===== src/rtl/frame_sync_decoder.sv =====
// frame_sync_decoder: rebuilds column/row position, line/frame strobes and the
// NTSC/PAL format from an active-low hsn/fsn pair. A lock FSM qualifies the
// sync so downstream logic only trusts position once timing is stable.
module frame_sync_decoder #(
    parameter int unsigned LINE_COLS   = 458,
    parameter int unsigned HSYNC_COLS  = 29,
    parameter int unsigned COL_TOL     = 2,
    parameter int unsigned LINES_NTSC  = 258,
    parameter int unsigned LINES_PAL   = 311,
    parameter int unsigned VSYNC_ROWS  = 8,
    parameter int unsigned LOCK_FRAMES = 2,
    parameter int unsigned MISS_MAX    = 2
) (
    input  logic       clk,
    input  logic       reset,
    input  logic       hsn,
    input  logic       fsn,
    output logic [8:0] col,
    output logic [8:0] row,
    output logic       line_start,
    output logic       frame_start,
    output logic       format,
    output logic       locked,
    output logic       sync_err
);
    localparam int unsigned CW = 9;
    localparam int unsigned LW = CW + 1;
    localparam int unsigned GW = $clog2(LOCK_FRAMES + 2);
    localparam int unsigned MW = $clog2(MISS_MAX + 2);

    localparam logic [CW-1:0] CNT_MAX    = '1;
    localparam logic [LW-1:0] LEN_MIN    = LW'(LINE_COLS - COL_TOL);
    localparam logic [LW-1:0] LEN_MAX    = LW'(LINE_COLS + COL_TOL);
    localparam logic [CW-1:0] HS_MIN     = CW'(HSYNC_COLS - COL_TOL);
    localparam logic [CW-1:0] HS_MAX     = CW'(HSYNC_COLS + COL_TOL);
    localparam logic [CW-1:0] VS_ROWS    = CW'(VSYNC_ROWS);
    localparam logic [LW-1:0] NTSC_LINES = LW'(LINES_NTSC);
    localparam logic [LW-1:0] PAL_LINES  = LW'(LINES_PAL);
    localparam logic [GW-1:0] GOOD_LOCK  = GW'(LOCK_FRAMES);
    localparam logic [MW-1:0] MISS_DROP  = MW'(MISS_MAX);

    typedef enum logic [1:0] {ST_SEARCH, ST_VERIFY, ST_LOCKED} state_t;

    state_t        state_q;
    logic [GW-1:0] good_q;
    logic [MW-1:0] miss_q;
    logic          format_q, locked_q, exempt_q;

    logic          hs_q, fs_ls_q, frame_err_q;
    logic          line_start_q, frame_start_q, sync_err_q;
    logic [CW-1:0] col_q, row_q, hw_q, vs_q;

    logic          fs_ls_d, frame_err_d;
    logic [CW-1:0] col_d, row_d, hw_d, vs_d;

    logic          ls_c, rise_c, fs_c;
    logic [LW-1:0] line_len_c, frame_len_c;
    logic          len_err_c, tmo_err_c, width_err_c, vs_err_c, cnt_err_c;
    logic          line_err_c, err_c, verdict_c, cand_pal_c, count_ok_c, good_c;
    logic [GW-1:0] good_inc_c;
    logic [MW-1:0] miss_inc_c;

    function automatic logic [CW-1:0] sat_inc(input logic [CW-1:0] v);
        return (v == CNT_MAX) ? v : v + CW'(1);
    endfunction

    // Edge detection, position counters, timing checks and frame verdict.
    always_comb begin
        ls_c   = hs_q & ~hsn;
        rise_c = ~hs_q & hsn;
        fs_c   = ls_c & ~fsn & fs_ls_q;

        col_d      = ls_c ? '0 : sat_inc(col_q);
        line_len_c = {1'b0, col_q} + LW'(1);
        len_err_c  = ls_c & ~exempt_q & ((line_len_c < LEN_MIN) | (line_len_c > LEN_MAX));
        tmo_err_c  = ~ls_c & (col_q == (CNT_MAX - CW'(1)));

        hw_d = hw_q;
        if (!hsn) begin
            hw_d = hs_q ? CW'(1) : sat_inc(hw_q);
        end
        width_err_c = rise_c & ((hw_q < HS_MIN) | (hw_q > HS_MAX));

        vs_d = vs_q;
        if (ls_c && !fsn) begin
            vs_d = fs_c ? CW'(1) : sat_inc(vs_q);
        end
        vs_err_c = ls_c & fsn & ~fs_ls_q & (vs_q != VS_ROWS);
        fs_ls_d  = ls_c ? fsn : fs_ls_q;

        row_d = row_q;
        if (fs_c) begin
            row_d = '0;
        end else if (ls_c) begin
            row_d = sat_inc(row_q);
        end

        frame_len_c = {1'b0, row_q} + LW'(1);
        cand_pal_c  = (frame_len_c == PAL_LINES);
        count_ok_c  = cand_pal_c | (frame_len_c == NTSC_LINES);
        verdict_c   = fs_c & (state_q != ST_SEARCH);
        cnt_err_c   = verdict_c & ~count_ok_c;
        line_err_c  = len_err_c | width_err_c | tmo_err_c | vs_err_c;
        err_c       = line_err_c | cnt_err_c;
        // An error on the frame_start clock belongs to the closing frame.
        good_c      = count_ok_c & ~frame_err_q & ~line_err_c;
        frame_err_d = fs_c ? 1'b0 : (frame_err_q | err_c);

        good_inc_c = (cand_pal_c == format_q) ? good_q + GW'(1) : GW'(1);
        miss_inc_c = miss_q + MW'(1);
    end

    // Datapath registers and output strobes.
    always_ff @(posedge clk) begin
        if (reset) begin
            hs_q          <= 1'b1;
            fs_ls_q       <= 1'b1;
            col_q         <= '0;
            row_q         <= '0;
            hw_q          <= '0;
            vs_q          <= '0;
            frame_err_q   <= 1'b0;
            line_start_q  <= 1'b0;
            frame_start_q <= 1'b0;
            sync_err_q    <= 1'b0;
        end else begin
            hs_q          <= hsn;
            fs_ls_q       <= fs_ls_d;
            col_q         <= col_d;
            row_q         <= row_d;
            hw_q          <= hw_d;
            vs_q          <= vs_d;
            frame_err_q   <= frame_err_d;
            line_start_q  <= ls_c;
            frame_start_q <= fs_c;
            sync_err_q    <= err_c;
        end
    end

    // Lock FSM: SEARCH -> VERIFY -> LOCKED, driven by per-frame verdicts.
    always_ff @(posedge clk) begin
        if (reset) begin
            state_q  <= ST_SEARCH;
            good_q   <= '0;
            miss_q   <= '0;
            format_q <= 1'b0;
            locked_q <= 1'b0;
            exempt_q <= 1'b1;
        end else begin
            locked_q <= (state_q == ST_LOCKED);
            if (ls_c) begin
                exempt_q <= 1'b0;
            end
            if (fs_c) begin
                unique case (state_q)
                    ST_SEARCH: begin
                        state_q <= ST_VERIFY;
                        good_q  <= '0;
                        miss_q  <= '0;
                    end
                    ST_VERIFY: begin
                        if (good_c) begin
                            format_q <= cand_pal_c;
                            good_q   <= good_inc_c;
                            if (good_inc_c >= GOOD_LOCK) begin
                                state_q <= ST_LOCKED;
                            end
                        end else begin
                            state_q  <= ST_SEARCH;
                            exempt_q <= 1'b1;
                        end
                    end
                    ST_LOCKED: begin
                        if (good_c) begin
                            format_q <= cand_pal_c;
                            miss_q   <= '0;
                            if (cand_pal_c != format_q) begin
                                state_q <= ST_VERIFY;
                                good_q  <= GW'(1);
                            end
                        end else if (miss_inc_c >= MISS_DROP) begin
                            state_q  <= ST_SEARCH;
                            exempt_q <= 1'b1;
                        end else begin
                            miss_q <= miss_inc_c;
                        end
                    end
                    default: state_q <= ST_SEARCH;
                endcase
            end
        end
    end

    assign col         = col_q;
    assign row         = row_q;
    assign line_start  = line_start_q;
    assign frame_start = frame_start_q;
    assign format      = format_q;
    assign locked      = locked_q;
    assign sync_err    = sync_err_q;

endmodule


===== config.mk =====
export PLATFORM = sky130hd
export DESIGN_NAME = frame_sync_decoder
export DESIGN_NICKNAME = d
export VERILOG_FILES = /design/src/rtl/frame_sync_decoder.sv
export SDC_FILE = /design/constraint.sdc
export NUM_CORES = 1
export LEC_CHECK = 0
export ABC_AREA = 1
export BUFFER_PORTS_ARGS = -buffer_cell sky130_fd_sc_hd__clkbuf_2
export CELL_PAD_IN_SITES_DETAIL_PLACEMENT = 1
export CELL_PAD_IN_SITES_GLOBAL_PLACEMENT = 1
export CORE_MARGIN = 2
export CORE_UTILIZATION = 44
export CTS_BUF_LIST = sky130_fd_sc_hd__clkbuf_8
export CTS_CLUSTER_SIZE = 12
export DETAILED_ROUTE_END_ITERATION = 6
export PLACE_DENSITY_LB_ADDON = 0.1
export SLEW_MARGIN = 20
export SYNTH_ARGS = -nofsm -noshare
export SYNTH_HDL_FRONTEND = slang
export SYNTH_SLANG_ARGS = --single-unit

===== constraint.sdc =====
create_clock -name clk -period 3.25 [get_ports clk]
set_clock_uncertainty 0.1 [all_clocks]
set_input_delay 0.325 -clock clk [delete_from_list [all_inputs] [get_ports clk]]
set_output_delay 0.325 -clock clk [all_outputs]
set_load 0.02 [all_outputs]

After elaboration in Yosys (flattened, before gate mapping)
Cells that the tools add are included.
{ "classes": {"add_sub_neg": 8, "magnitude_cmp": 6, "n_eq_ne": 21, "muxes": 23, "n_bitwise": 33, "reduce_logical": 16} }
{ "ops": {"columns": ["op", "count"], "rows": [
  ["$eq A9 B9 Y1 const B", 5],
  ["$add A9 B1 Y9 const B", 4],
  ["$mux W9", 4],
  ["$add A9 B1 Y10 const B", 2],
  ["$eq A10 B9 Y1 const B", 2],
  ["$mux W2", 10],
  ["$and A1 B1 Y1", 15],
  ["$pmux W2 S3", 2],
  ["$gt A10 B9 Y1 const B", 1],
  ["$lt A10 B9 Y1 const B", 1],
  ["$not A1 Y1", 10],
  ["$gt A9 B5 Y1 const B", 1],
  ["$lt A9 B5 Y1 const B", 1],
  ["$ne A9 B4 Y1 const B", 1],
  ["$ne A2 B2 Y1 const B", 4],
  ["$or A1 B1 Y1", 8],
  ["$ne A3 B2 Y1 const B", 2],
  ["$ne A3 B3 Y1 const B", 2],
  ["$reduce_and A2 Y1", 3],
  ["$reduce_and A3 Y1", 2],
  ["$reduce_or A2 Y1", 3],
  ["$mux W1", 5],
  ["$reduce_and A5 Y1", 1],
  ["$add A2 B1 Y2 const B", 2],
  ["other kinds (14)", 16]
]} }
{ "totals": {"reg_bits": 51, "input_bits": 4, "out_inout_bits": 23, "wordCells": 123} }

Longest topological paths before layout
Gate-level depths: netlist (run 1).
{ "logic_depth": {"word_depth": 12, "depth_mapped": 18, "mapped_depth_nobuf": 17} }

Least setup slack after synthesis (run 1)
OpenSTA, ideal clock, no wires.
{ "synth_path": {"path_kind": "reg-to-reg", "from": "register col_q[1] (netlist: col[1])", "to": "register state_q[0]", "setup_ps": 114, "arrival_ps": 2327, "t_required_ps": 3036, "setup_slack_ps": 709, "stages_incl_launch_ff": 17, "path_buffers": 0, "path_cell_list": "dfxtp_1 ha_1 nand3_1 nor4_1 ha_1 a21boi_1 nand3_1 nor2_1 nand3_1 a21oi_1 nand2_1 nand3_1 nand2_2 nor2_4 nand2_1 nand2_1 nor2_2"} }
{ "synth_via": {"elab_chain_cells": 11} }
{ "synth_lines": {"columns": ["element", "line_no", "rtl"], "rows": [
  ["start, declared", "51", "logic [CW-1:0] col_q, row_q, hw_q, vs_q;"],
  ["start signal, assigned", "129", "col_q <= col_d;"],
  ["$add A9 B1 Y10 *", "74", "line_len_c = {1'b0, col_q} + LW'(1);"],
  ["net line_len_c[8]", "57", "logic [LW-1:0] line_len_c, frame_len_c;"],
  ["$lt A10 B9 Y1 or $gt A10 B9 Y1 (tied branches)", "75", "len_err_c = ls_c & ~exempt_q & ((line_len_c < LEN_MIN) | (line_len_c > LEN_MAX));"],
  ["$or A1 B1 Y1 *", "75", null],
  ["$and A1 B1 Y1 *", "75", null],
  ["$or A1 B1 Y1 * (3 in series)", "103", "line_err_c = len_err_c | width_err_c | tmo_err_c | vs_err_c;"],
  ["$not A1 Y1 *", "106", "good_c = count_ok_c & ~frame_err_q & ~line_err_c;"],
  ["$and A1 B1 Y1 *", "106", null],
  ["$ne A3 B3 Y1 (no line) (tied with other cells)", null, null],
  ["$reduce_and A4 Y1 (no line) or $pmux W2 S3 (tied branches)", null, null],
  ["end signal, assigned", "143", "state_q <= ST_SEARCH;"],
  ["end signal, assigned", "157", "state_q <= ST_VERIFY;"],
  ["end signal, assigned", "166", "state_q <= ST_LOCKED;"],
  ["end, declared", "44", "state_t state_q;"]
]} }
The timed path passes the listed nets; every way through them passes the cells marked *.
A chain may end at the register's enable or synchronous reset.

Final worst setup path (run 1)
{ "layout_path": {"from": "register col_q[1] (netlist: col[1])", "to": "register state_q[1]"} }
The elaborated chain is that of the path after synthesis.

==> run metrics, run 1 <==
crit end category=register; worst slew pin tran=0.505 ns; Final Setup Violations=0; vias in the first global route=2817; Core Rows=29; mean routed wirelength per cell=approximately 13 um; fillers=892; setup bufs post-CTS=0; syn_area_per_cell=6.76 um^2; min cycle time layout=between 2 and 3 ns; Final Util=51.0%; Comb pwr share=12.7%; Root Buffer=clkbuf_8; CTS buffer count=5; crit path launch=col[1]; met3 Track Usage GR=3.27%; vias per cell=5.20; Tcrit/Tclk final=83.8%; Yosys reg bits=about 50; Seq. cell area=~1000 um^2; Setup TNS=0 ns; Routed WL=7140 um; clock share of power=32.6%; met2 Usage GRT=roughly 37%; Multi-input gate area=1660 um^2; outcome=finished, violations left; Yosys cell types=33; WP data required=around 3.4 ns; Worst VDD drop=241 uV; Final Max Tran Viols=0; critical path class=register to register; die area=7360 um^2; Critical Path, Cell by Cell=ha_1, nand3_1, nor4_1, ha_1, a21boi_1, nand3_1, nor2_1, nand3_1, a21oi_1, nand2_1, nand3_1, nand2_2, nor2_4, nand2_1, nand2_1, nor2_2; CTS resizes=0; sequential share of power=54.7%; Post-Syn Instances=435; largest cells by area after synthesis=dfxtp_1, nand2_1, inv_1, ha_1, a21oi_1; crit-path max cell delay=0.46 ns; Die Width=85.8 um; failing checks=DRC; worst-skew pair later-pin latency=0.30 ns; worst r2r src=col[1]; # port buffers=26; Net Count, Synth=456; CTS sink count=51; Final ANT Viol Nets=0; Final Hold Viols=0; sw frac=27.3%; highest clock rate=0.367 GHz; PD cells=372 nW/um^2; initial core utilization=a little under half; vias=2838; met1 usage=26.6%; cell mode on critical path=nand3_1; core area=6420 um^2; gpl congestion=slightly below 0.9; hold-fix buffer count after cts=0; DP HPWL=5480 um; drt initial violations=56; share of layout cells above drive strength 1=13.9%; P_leak=1.41 nW; RSZ-0062 raised after global routing=false; Yosys top cell by area=dfxtp_1; Die Y=between 80 and 90 um; max cap viols=0; Synth top area share=a little over a third; Worst Setup Start Kind=register; HP Class=input pin to register; fin worst setup slack=0.526 ns; first drt pass iteration count=7; Min-Delay Startpoint=hsn; Antenna diodes=0; GRT Total Usage=between 20% and 30%; Worst-path clk slew=0.10 ns; synthesized area=between 2000 and 3000 um^2; Layout Nets=a little under 500; critical path arrival=2.84 ns; Area growth, synth to finish=11.4%; Switching Power=0.332 mW; P_int=0.887 mW; DRC=2; first-pass GRT wire length=12500 um; Synth warnings=0; critical path's slowest cell=dfxtp_1; busiest grt layer=met2; grt ovf=0; Max Root-Sink Buffers=2; relative slew slack=about two thirds; largest net degree at the start of global routing=15; CTS H-tree depth=2; TritonCTS clock tree=done; I/O pins=27; antenna violations before repair=0; DP Worst Slack=0.514 ns; crit-path max FO=7; sequential fraction of the synthesis area=a little over a third
==> worst max-delay path: cells and delay by family, from the launching register on <==
family,cells,cell delay [ns]
AOI/OAI and AO/OA,2,0.40
adders and majority gates,2,0.45
DFF,1,0.46
and+or+nand+nor,12,1.23
==> cells by family after synthesis <==
family | after synthesis | share of synthesized area, %
AOI/OAI and AO/OA | 71 | 13.1
xor gates and xnor gates | 2 | 0.596
adders and majority gates | 17 | 7.23
DFF | 51 | 34.7
buffers and inverters | 68 | 8.80
and+or+nand+nor | 226 | 35.6
==> path summary, 6_finish.rpt <==
kind | depth (start not counted) | slack (ns) | end
worst max-delay path | 16 | 0.53 | state_q[1]
worst min-delay path | 3 | 0.15 | hs_q
worst max register to register | 16 | 0.53 | state_q[1]
worst min register to register | 2 | 0.36 | miss_q[1]
==> through the flow <==
step | instance area (um^2) | hold WS, ns | total power [mW] | cells
floorplan | 2940 | 0.302 | 0.787 | 435
global placement | 3180 | 0.353 | 0.831 | 538
detailed placement | 3180 | 0.352 | 0.837 | 538
CTS | 3280 | 0.142 | 1.24 | 546
global route | 3280 | 0.170 | 1.29 | 546
finish | 3280 | 0.153 | 1.22 | 546
==> registers in the layout, indices dropped and copies added (netlist names) <==
name,count
line_start,1
fs_ls_q,1
hw_q,9
vs_q,9
frame_err_q,1
sync_err,1
exempt_q,1
col,9
good_q,2
format,1
frame_start,1
miss_q,2
row,9
hs_q,1
locked,1
state_q,2
==> Yosys cell counts, drive strengths merged <==
library cell,n
nand3b,1
clkinv,2
nor4,6
nor2,60
nand4,9
or2,1
ha,17
nor3,11
a21boi,1
nand3,33
o22ai,1
a31oi,2
buf,1
a21oi,38
xor2,1
xnor2,1
nand2,104
clkbuf,2
a22oi,1
o21ai,23
and3,1
o211ai,4
dfxtp,51
inv,63
a211oi,1
==> power by group through the flow <==
stage	registers (mW)	clock network, mW	logic, mW
CTS	0.668	0.416	0.156
detailed placement	0.682	0	0.155
finish	0.667	0.398	0.155
floorplan	0.690	0	0.0976
global route	0.671	0.439	0.177
global placement	0.681	0	0.151
==> layout make-up <==
type	count	share of cell area (%)
Clock buffer	7	2.94
Clock inverter	1	0.115
Inverter	65	7.45
Multi-Input combinational cell	316	50.7
Sequential cell	51	31.2
Tap cell	77	2.94
Timing Repair Buffer	29	4.66
==> per-layer routing <==
| metal | wire (um) | part of all wire, % | up-vias |
|---|---|---|---|
| met5 | 0 | 0 | - |
| met4 | 86 | 1.2 | 0 |
| met3 | 183 | 2.6 | 7 |
| met2 | 3450 | 48 | 37 |
| met1 | 3420 | 48 | 1311 |
| li1 | - | - | 1483 |
==> cell usage in the layout (no fill, tap or decap), drive strengths merged, types with 4 or more instances in the layout <==
master,n
o21ai,23
nand4,9
clkbuf,33
a21oi,38
nor2,60
inv,64
nand3,33
dfxtp,51
nor4,6
nand2,104
o211ai,4
ha,17
nor3,11
No activity file was read; power rests on OpenSTA's default activity.
==> run 2: changes to the inputs <==
Settings changed: ABC_AREA 1 to 0, CORE_UTILIZATION 44 to 46.
Clock period 3.25 ns to 2.7 ns, I/O delays scaled along.
==> run 2 against run 1 <==
Compared with the run above: hold slack worse by 0.016 ns; final area increased by 8.9%; sequential share of layout area is 1.8 points lower; via count shrank 7.3%; the flow finishes with violations (setup timing); critical path depth decreased by 4; worst setup slack worse by 0.66 ns; utilization rose by 10 points; synthesized cell count shrank 26%.
==> run metrics, run 2 <==
Async SR Flop Fraction=0%; Die Width=about 80 um; relative slew slack=57.7%; P_leak=~1.5 nW; Max Root-Sink Buffers=2; CTS sink count=between 50 and 60; FF-to-FF path depth=12; failing checks=setup timing; core area=5820 um^2; WP data required=2.85 ns; outcome=finished, violations left; highest clock rate=0.353 GHz; GRT Total Usage=24.8%; fin worst setup slack=-0.135 ns; antenna violations before repair=0; TritonCTS clock tree=done; synthesized area=2730 um^2; Final Non-Filler Cells=approximately 480; Post-Syn Instances=between 300 and 400; largest net degree at the start of global routing=18; first-pass GRT wire length=12700 um; Yosys reg bits=around 50; Net Count, Synth=roughly 350; Final Setup Violations=4; Area growth, synth to finish=30.7%; Final Max Tran Viols=0; mean routed wirelength per cell=around 17 um; Final Hold Viols=0; fillers=around 700; share of layout cells above drive strength 1=a little under a third; DP HPWL=5430 um; Final ANT Viol Nets=0; vias in the first global route=around 2600; worst-skew pair later-pin latency=0.31 ns; Yosys top cell by area=dfxtp_1; worst slew pin tran=0.634 ns; most frequent cell after synthesis=nor2_1; I/O pins=27; HP Class=input pin to register; Routed WL=about 7900 um; DRC=0; met3 Track Usage GR=under 10%; gpl congestion=0.845; # port buffers=26; hold path depth=2; most frequent cells in the layout=nor2_1, buf_4, dfxtp_1; Critical Path, Cell by Cell=and3_4, and4_4, and2_4, ha_4, nand4b_1, o21a_1, a211oi_2, and4b_2, buf_4, a21oi_1, or4_1, a21oi_1; Worst VDD drop=about 230 uV; dominant synthesized flop cell=dfxtp_1; min cycle time layout=approximately 2.8 ns; number of synthesized flops with an enable pin=0; Yosys cell types=52; die area=6560 um^2; Buf/Inv on CP=1; critical path class=register to register; initial core utilization=46.9%; Root Buffer=clkbuf_8; RSZ-0062 raised after global routing=true; cell mode on critical path=a21oi_1; met1 usage=30.8%; crit-path max FO=4; Die Y=81.0 um; crit end category=register; placed cells=458; vias per cell=5.54; Tcrit/Tclk final=105%; crit-path max cell delay=about 0.4 ns; met2 Usage GRT=44.1%; max cap viols=0; Worst-path clk slew=0.10 ns; CTS H-tree depth=2; Worst Setup Start Kind=register; first drt pass iteration count=5; vias=2630; CP top delay family=simple AND/OR/NAND/NOR gates; synth cell count leaders=nor2_1, dfxtp_1, nand2_1; syn_area_per_cell=around 8.4 um^2; grt ovf=0; final hold slack=0.137 ns; critical path's slowest cell=or4_1; Core Rows=28; Synth top area share=37.4%; sequential fraction of the synthesis area=37.4%; Antenna diodes=0; drt initial violations=67; critical path depth=12; Synth warnings=0; CTS buffer count=5; Layout Nets=420; PD cells=402 nW/um^2; busiest grt layer=met2; largest cells by area after synthesis=dfxtp_1, ha_1, nor2_1, xor2_1, nand2_1; critical path arrival=2.98 ns
[run 2: area by class of cell]
cell class	instances	area (um^2)	area share [%]
multi-input cells	248	1740	48.8
flip-flops and latches	51	1050	29.3
clock buffers	7	96.3	2.70
well taps	75	93.8	2.63
clock inverters	1	6.26	0.175
inverters	14	52.6	1.47
repair buffers	79	532	14.9
[run 2: through the flow]
stage	utilization [%]	setup TNS [ns]	cell area (um^2)	setup WS (ns)	total power, mW
3_3_place_gp	57.5	-0.288	3340	-0.158	0.938
4_1_cts	60.1	-0.621	3490	-0.193	1.44
3_5_place_dp	57.5	-0.936	3340	-0.299	0.945
2_1_floorplan	-	-0.142	2870	-0.121	0.885
6_report	61.3	-0.320	3570	-0.135	1.43
5_1_grt	61.3	-0.994	3570	-0.234	1.48
[run 2: worst reg2reg max path: cells and delay by family, from the launching register on]
kind | cells | cell delay, ns
fa+ha+maj | 1 | 0.27
buf+inv | 1 | 0.14
flops | 1 | 0.33
simple gates | 6 | 1.31
compound gates | 4 | 0.61
[run 2: cell families (layout without fill, tap and decap cells)]
family | after synthesis | after routing | synth area share (%)
simple gates | 141 | 141 | 26.1
compound gates | 55 | 55 | 13.4
flops | 51 | 51 | 37.4
xor+xnor | 31 | 31 | 9.95
buf+inv | 25 | 101 | 3.85
fa+ha+maj | 17 | 17 | 7.79
mux | 4 | 4 | 1.51
[run 2: metal layers]
| metal | routed length [um] | vias up |
|---|---|---|
| met4 | 136 | 0 |
| met5 | 0 | - |
| met2 | 3990 | 37 |
| met3 | 212 | 16 |
| li1 | - | 1296 |
| met1 | 3550 | 1281 |
[run 2: what timing repair did]
item                                    in CTS  in global routing
endpoints found under the setup margin       7                  7
hold buffers                                 0                  0
gates resized for setup                      4                  8
pin swaps                                   11                  6
buffers inserted                             5                  5
[run 2: path summary, 6_finish.rpt]
path / start / to / slack, ns
max: col[5] / state_q[0] / -0.13
min: hsn / hs_q / 0.14
max reg2reg: col[5] / state_q[0] / -0.13
min reg2reg: frame_err_q / frame_err_q / 0.37
[run 2: power breakdown]
group          leakage (nW)  internal [mW]  switching (mW)
Clock                0.0548          0.235           0.268
Sequential            0.419          0.764          0.0131
Combinational          1.03         0.0585          0.0971
